<file path="src/rtl/usb_buffer_arbiter.sv">
// usb_buffer_arbiter
//   Arbitrates one shared byte-buffer port between USB RX (store), USB TX
//   (get) and an AHB read/write master. USB operations take one cycle. AHB
//   operations take 1, 2 or 4 cycles, one byte lane per cycle. A starvation
//   counter guarantees AHB progress under continuous USB traffic.
//
//   state    | meaning
//   ---------+----------------------------------------------------------
//   S_IDLE   | no access on the buffer port this cycle
//   S_USB_OP | single-cycle RX store or TX get
//   S_AHB_OP | AHB read/write, byte_idx steps 0..N-1, ack on last byte
//
// Ports
//   clk, n_rst        clock, synchronous active-high reset
//   rx_store_req      RX byte pulse (held in a one-deep pending register)
//   tx_get_req        TX byte level request
//   ahb_rd_req/wr_req AHB level requests, held until ahb_ack
//   ahb_size          AHB size, sampled at grant (0:1B, 1:2B, 2/3:4B)
//   clear             flush: back to idle, aborts AHB, clears sticky state
//   *_ack             single-cycle completion pulses
//   buf_en/wr/owner   buffer port strobe, write qualifier, owner
//   byte_idx          AHB byte lane
//   ahb_busy          AHB operation in progress
//   rx_overrun        sticky: an RX byte was dropped
module usb_buffer_arbiter #(
  parameter int STARVE_LIMIT = 8
) (
  input  logic       clk,
  input  logic       n_rst,
  input  logic       rx_store_req,
  input  logic       tx_get_req,
  input  logic       ahb_rd_req,
  input  logic       ahb_wr_req,
  input  logic [1:0] ahb_size,
  input  logic       clear,
  output logic       rx_store_ack,
  output logic       tx_get_ack,
  output logic       ahb_ack,
  output logic       buf_en,
  output logic       buf_wr,
  output logic [1:0] buf_owner,
  output logic [1:0] byte_idx,
  output logic       ahb_busy,
  output logic       rx_overrun
);

  localparam int SW = (STARVE_LIMIT < 1) ? 1 : $clog2(STARVE_LIMIT + 1);
  localparam logic [SW-1:0] STARVE_MAX = SW'(STARVE_LIMIT);

  localparam logic [1:0] OWN_RX = 2'd0;
  localparam logic [1:0] OWN_TX = 2'd1;
  localparam logic [1:0] OWN_RD = 2'd2;
  localparam logic [1:0] OWN_WR = 2'd3;

  typedef enum logic [1:0] {
    S_IDLE   = 2'd0,
    S_USB_OP = 2'd1,
    S_AHB_OP = 2'd2
  } state_t;

  state_t          r_state, w_state_nxt;
  logic            r_rx_pend, w_rx_pend_nxt;
  logic [SW-1:0]   r_starve, w_starve_nxt;
  logic            r_last_rd, w_last_rd_nxt;
  logic [1:0]      r_ahb_last, w_ahb_last_nxt;
  logic            r_buf_en, w_buf_en_nxt;
  logic            r_buf_wr, w_buf_wr_nxt;
  logic [1:0]      r_buf_owner, w_buf_owner_nxt;
  logic [1:0]      r_byte_idx, w_byte_idx_nxt;
  logic            r_rx_ack, w_rx_ack_nxt;
  logic            r_tx_ack, w_tx_ack_nxt;
  logic            r_ahb_ack, w_ahb_ack_nxt;
  logic            r_ahb_busy, w_ahb_busy_nxt;
  logic            r_overrun, w_overrun_nxt;

  logic       w_ahb_fin, w_can_grant;
  logic       w_rd_eff, w_wr_eff, w_ahb_any, w_rx_any, w_force_ahb;
  logic       w_pick_wr;
  logic       w_gnt_rx, w_gnt_tx, w_gnt_ahb;
  logic [1:0] w_size_last, w_idx_inc;

  // Grants are decided in idle and in the last cycle of every operation.
  // The AHB request being acknowledged this cycle is still high at the
  // deciding edge, so it is masked to avoid serving it twice.
  always_comb begin
    w_ahb_fin   = (r_state == S_AHB_OP) && (r_byte_idx == r_ahb_last);
    w_can_grant = (r_state == S_IDLE) || (r_state == S_USB_OP) || w_ahb_fin;
    w_rd_eff    = ahb_rd_req && !(w_ahb_fin && (r_buf_owner == OWN_RD));
    w_wr_eff    = ahb_wr_req && !(w_ahb_fin && (r_buf_owner == OWN_WR));
    w_ahb_any   = w_rd_eff || w_wr_eff;
    w_rx_any    = r_rx_pend || rx_store_req;
    w_force_ahb = w_ahb_any && (r_starve == STARVE_MAX);
    w_pick_wr   = w_wr_eff && (!w_rd_eff || r_last_rd);
    w_idx_inc   = r_byte_idx + 2'd1;
    case (ahb_size)
      2'd0:    w_size_last = 2'd0;
      2'd1:    w_size_last = 2'd1;
      default: w_size_last = 2'd3;
    endcase
  end

  always_comb begin
    w_gnt_rx  = 1'b0;
    w_gnt_tx  = 1'b0;
    w_gnt_ahb = 1'b0;
    if (w_can_grant && !clear) begin
      if (w_force_ahb)     w_gnt_ahb = 1'b1;
      else if (w_rx_any)   w_gnt_rx  = 1'b1;
      else if (tx_get_req) w_gnt_tx  = 1'b1;
      else if (w_ahb_any)  w_gnt_ahb = 1'b1;
    end
  end

  always_comb begin
    w_state_nxt     = S_IDLE;
    w_rx_pend_nxt   = r_rx_pend;
    w_starve_nxt    = r_starve;
    w_last_rd_nxt   = r_last_rd;
    w_ahb_last_nxt  = r_ahb_last;
    w_buf_en_nxt    = 1'b0;
    w_buf_wr_nxt    = 1'b0;
    w_buf_owner_nxt = 2'd0;
    w_byte_idx_nxt  = 2'd0;
    w_rx_ack_nxt    = 1'b0;
    w_tx_ack_nxt    = 1'b0;
    w_ahb_ack_nxt   = 1'b0;
    w_ahb_busy_nxt  = 1'b0;
    w_overrun_nxt   = r_overrun;

    if (clear) begin
      // clear wins over everything, including a same-cycle RX pulse
      w_rx_pend_nxt = 1'b0;
      w_starve_nxt  = '0;
      w_overrun_nxt = 1'b0;
    end else begin
      // A pulse coinciding with the grant of the pending byte re-fills it.
      if (w_gnt_rx) begin
        w_rx_pend_nxt = r_rx_pend && rx_store_req;
      end else if (rx_store_req) begin
        if (r_rx_pend) w_overrun_nxt = 1'b1;
        w_rx_pend_nxt = 1'b1;
      end

      if (w_gnt_ahb || !w_ahb_any)     w_starve_nxt = '0;
      else if (w_gnt_rx || w_gnt_tx)   w_starve_nxt = r_starve + SW'(1);

      if (r_state == S_AHB_OP && !w_ahb_fin) begin
        w_state_nxt     = S_AHB_OP;
        w_buf_en_nxt    = 1'b1;
        w_buf_wr_nxt    = r_buf_wr;
        w_buf_owner_nxt = r_buf_owner;
        w_byte_idx_nxt  = w_idx_inc;
        w_ahb_busy_nxt  = 1'b1;
        w_ahb_ack_nxt   = (w_idx_inc == r_ahb_last);
      end else if (w_gnt_ahb) begin
        w_state_nxt     = S_AHB_OP;
        w_buf_en_nxt    = 1'b1;
        w_buf_wr_nxt    = w_pick_wr;
        w_buf_owner_nxt = w_pick_wr ? OWN_WR : OWN_RD;
        w_ahb_busy_nxt  = 1'b1;
        w_ahb_last_nxt  = w_size_last;
        w_ahb_ack_nxt   = (w_size_last == 2'd0);
        w_last_rd_nxt   = !w_pick_wr;
      end else if (w_gnt_rx) begin
        w_state_nxt     = S_USB_OP;
        w_buf_en_nxt    = 1'b1;
        w_buf_wr_nxt    = 1'b1;
        w_buf_owner_nxt = OWN_RX;
        w_rx_ack_nxt    = 1'b1;
      end else if (w_gnt_tx) begin
        w_state_nxt     = S_USB_OP;
        w_buf_en_nxt    = 1'b1;
        w_buf_owner_nxt = OWN_TX;
        w_tx_ack_nxt    = 1'b1;
      end
    end
  end

  always_ff @(posedge clk) begin
    if (n_rst) begin
      r_state     <= S_IDLE;
      r_rx_pend   <= 1'b0;
      r_starve    <= '0;
      r_last_rd   <= 1'b1;
      r_ahb_last  <= 2'd0;
      r_buf_en    <= 1'b0;
      r_buf_wr    <= 1'b0;
      r_buf_owner <= 2'd0;
      r_byte_idx  <= 2'd0;
      r_rx_ack    <= 1'b0;
      r_tx_ack    <= 1'b0;
      r_ahb_ack   <= 1'b0;
      r_ahb_busy  <= 1'b0;
      r_overrun   <= 1'b0;
    end else begin
      r_state     <= w_state_nxt;
      r_rx_pend   <= w_rx_pend_nxt;
      r_starve    <= w_starve_nxt;
      r_last_rd   <= w_last_rd_nxt;
      r_ahb_last  <= w_ahb_last_nxt;
      r_buf_en    <= w_buf_en_nxt;
      r_buf_wr    <= w_buf_wr_nxt;
      r_buf_owner <= w_buf_owner_nxt;
      r_byte_idx  <= w_byte_idx_nxt;
      r_rx_ack    <= w_rx_ack_nxt;
      r_tx_ack    <= w_tx_ack_nxt;
      r_ahb_ack   <= w_ahb_ack_nxt;
      r_ahb_busy  <= w_ahb_busy_nxt;
      r_overrun   <= w_overrun_nxt;
    end
  end

  assign rx_store_ack = r_rx_ack;
  assign tx_get_ack   = r_tx_ack;
  assign ahb_ack      = r_ahb_ack;
  assign buf_en       = r_buf_en;
  assign buf_wr       = r_buf_wr;
  assign buf_owner    = r_buf_owner;
  assign byte_idx     = r_byte_idx;
  assign ahb_busy     = r_ahb_busy;
  assign rx_overrun   = r_overrun;

endmodule

</file>
<file path="config.mk">
export PLATFORM = sky130hd
export DESIGN_NAME = usb_buffer_arbiter
export DESIGN_NICKNAME = d
export VERILOG_FILES = /design/src/rtl/usb_buffer_arbiter.sv
export SDC_FILE = /design/constraint.sdc
export NUM_CORES = 1
export LEC_CHECK = 0
export ABC_AREA = 1
export CORE_MARGIN = 5
export CORE_UTILIZATION = 40
export CTS_BUF_LIST = sky130_fd_sc_hd__clkbuf_8 sky130_fd_sc_hd__clkbuf_16
export DETAILED_ROUTE_END_ITERATION = 12
export PLACE_DENSITY = 0.73
export SKIP_CTS_REPAIR_TIMING = 1
export SLEW_MARGIN = 20
export SYNTH_ARGS = -nofsm -noshare
export SYNTH_HDL_FRONTEND = slang
export SYNTH_SLANG_ARGS = --single-unit
</file>
<file path="constraint.sdc">
create_clock -name clk -period 4.4 [get_ports clk]
set_clock_uncertainty 0.1 [all_clocks]
set_input_delay 1.1 -clock clk [delete_from_list [all_inputs] [get_ports clk]]
set_output_delay 1.1 -clock clk [all_outputs]
set_load 0.1 [all_outputs]
</file>
==> reports/metrics.yaml <==
outcome: "finished clean"
rr_worst_depth: 7
synth_cell_types: 27
portBuffers: 19
cp.arrival_ns: 1.90
hold_depth: 2
htree_levels: 1
grt_pass1_vias: 864
criticalPathCategory: "reg -> out"
drt_first_pass_iters: 4
timing.final.crit_share_pct: 70.37
setup_viol: 0
worstPathMaxFanout: 4
fin_crit_ns: 3.096
hpwl_um: 1600
floorplan.initialDensity_pct: 40.79
crit_slowest_cell: "clkdlybuf4s50_1"
ys_ff_latch: 20
drive_above_1_share_pct: 11.11
slew_viol_final: 0
syn_to_final_growth_pct: 27.62
worst_slew_pin_slew_ns: 0.9681
hold_viol_final: 0
ir_drop_uv: 287.5
power.switching_mw: 0.09638
clock_power_share_pct: 37.1
p_int_mw: 0.2817
clockBufferDepth: 2
cts_made_buffers: 3
hp-start: "r_last_rd"
crit_family: "buffers and inverters"
required_ns: 3.20
row_count: 18
cp-start-kind: "flop"
vias: 886
syn_nets: 143
dieArea_um2: 3577
drc: 0
cp-startpoint: "byte_idx[1]"
cp_cell_sequence: "clkdlybuf4s50_1"
synth_area_leaders: "dfxtp_1, nand2_1, inv_1"
cts.sinks: 20
dr.first_iter.drc_count: 21
p_leak_nw: 0.5439
r2r-start: "byte_idx[1]"
grt_pass1_wl_um: 3525
cap_violations: 0
syn_avg_cell_area_um2: 7.517
combPwrFrac_pct: 13.3
netSwitchingFraction_pct: 25.49
postSynthCellCount: 132
num_antenna_cells: 0
max_freq_ghz: 0.3230
grt_max_degree: 12
cp_slowest_stage_delay_ns: 1.18
whs_ns: 0.3611
cts_tree: "done"
finalPower_mw: 0.3781
fp.coreArea_um2: 2432
die_h_um: 59.81
yosysTopAreaCell: "dfxtp_1"
clk_latency_ns: 0.26
synth_top_area_share_pct: 40.35
path_depth: 1
chipWidth_um: 59.81
cp_num_buf_inv: 1
wl_per_cell_um: 11.40
final_nets: 165
root_buffer: "clkbuf_8"
drt_wl_total_um: 2087
relSlewSlack_pct: 35.26
ys_seq_area_share_pct: 40.35
io_pins: 20
endpoint_kind: "output port"
antenna_found_initial: 0
grt_use_total_pct: 13.04
sequentialPowerShare_pct: 49.6
worstHoldPathType: "reg -> reg"
rsz0062_at_grt: "no"
setup_tns_ns: 0
cts.clk_slew.worst_paths_ns: 0.08
grt_overflow: 0
ys_warn_count: 0
vias_per_cell: 4.842
place_congestion: 0.7361
powerDensity_nw_per_um2: 298.6
synth_area_um2: 992.2
ant_nets: 0
## power by group through the flow
stage               clock network [mW]  registers [mW]  logic [mW]
finish                           0.140           0.188      0.0503
global placement                     0           0.192      0.0499
floorplan                            0           0.204      0.0221
CTS                              0.143           0.188      0.0506
detailed placement                   0           0.192      0.0504
global route                     0.153           0.188      0.0552
## worst paths after layout
| path | slack (ns) | to |
|---|---|---|
| worst max-delay path | 1.30 | byte_idx[1] |
| worst min-delay path | 0.36 | r_last_rd |
| worst max register to register | 2.64 | buf_en |
| worst min register to register | 0.36 | r_last_rd |
## area by class of cell
cell class | count | area (µm²)
clock buffers | 4 | 55.05
well taps | 30 | 37.54
inverters | 20 | 75.07
flip-flops and latches | 20 | 400.4
fillers | 253 | 1166
repair buffers | 19 | 190.2
multi-input cells | 90 | 508.0
## flip-flops by register name, summed over array words and instances (netlist names)
register,cells
ahb_ack,1
buf_en,1
buf_owner,2
buf_wr,1
byte_idx,2
r_ahb_last,2
r_last_rd,1
r_rx_pend,1
r_starve,4
r_state,2
rx_overrun,1
rx_store_ack,1
tx_get_ack,1
## synthesized netlist by cell type
library cell,number
nand2_1,27
dfxtp_1,20
inv_1,19
nor2_1,15
a21oi_1,9
nand4_1,7
nand3_1,6
o21ai_0,3
xor2_1,3
a21oi_2,2
ha_1,2
nand2_2,2
nor2_2,2
nor3_1,2
a21oi_4,1
buf_2,1
clkbuf_1,1
inv_2,1
nand2_4,1
nand3_2,1
nand3b_1,1
nor2_4,1
nor2_8,1
o21ai_1,1
or2_1,1
xnor2_1,1
xnor2_2,1
## stage by stage
step	std cells	cell area, µm²	utilization, %	worst slack (ns)
after global routing	183	1266	52.06	1.259
after floorplan	132	992.2	-	2.085
final	183	1266	52.06	1.304
after detailed placement	179	1211	49.79	1.600
after global placement	179	1211	49.79	1.629
after CTS	183	1266	52.06	1.305
## cell families after synthesis
logic type / Yosys count / share of synthesized area (%)
AND/OR/NAND/NOR: 67 / 33.54
flip-flops: 20 / 40.35
AO/OA/AOI/OAI: 16 / 9.962
buffers and inverters: 22 / 8.448
adder cells (fa/ha/maj): 2 / 2.522
XOR/XNOR: 5 / 5.171
## cells in the final DEF, fill, tap and decap left out, drive strengths merged
master	instances
nand2	30
dfxtp	20
inv	20
clkdlybuf4s50	19
nor2	19
a21oi	12
nand4	7
nand3	7
clkbuf	4
o21ai	4
xor2	3
nor3	2
ha	2
xnor2	2
or2	1
nand3b	1
## layer usage
metal / wire length [µm] / global-route usage [%] / vias to the layer above
met5: 0 / 0 / -
met4: 36 / 3.797 / 0
met3: 149 / 4.968 / 7
met2: 952 / 21.76 / 21
met1: 949 / 15.42 / 395
li1: - / - / 463
Note: power is estimated with default switching activity, not from simulation.
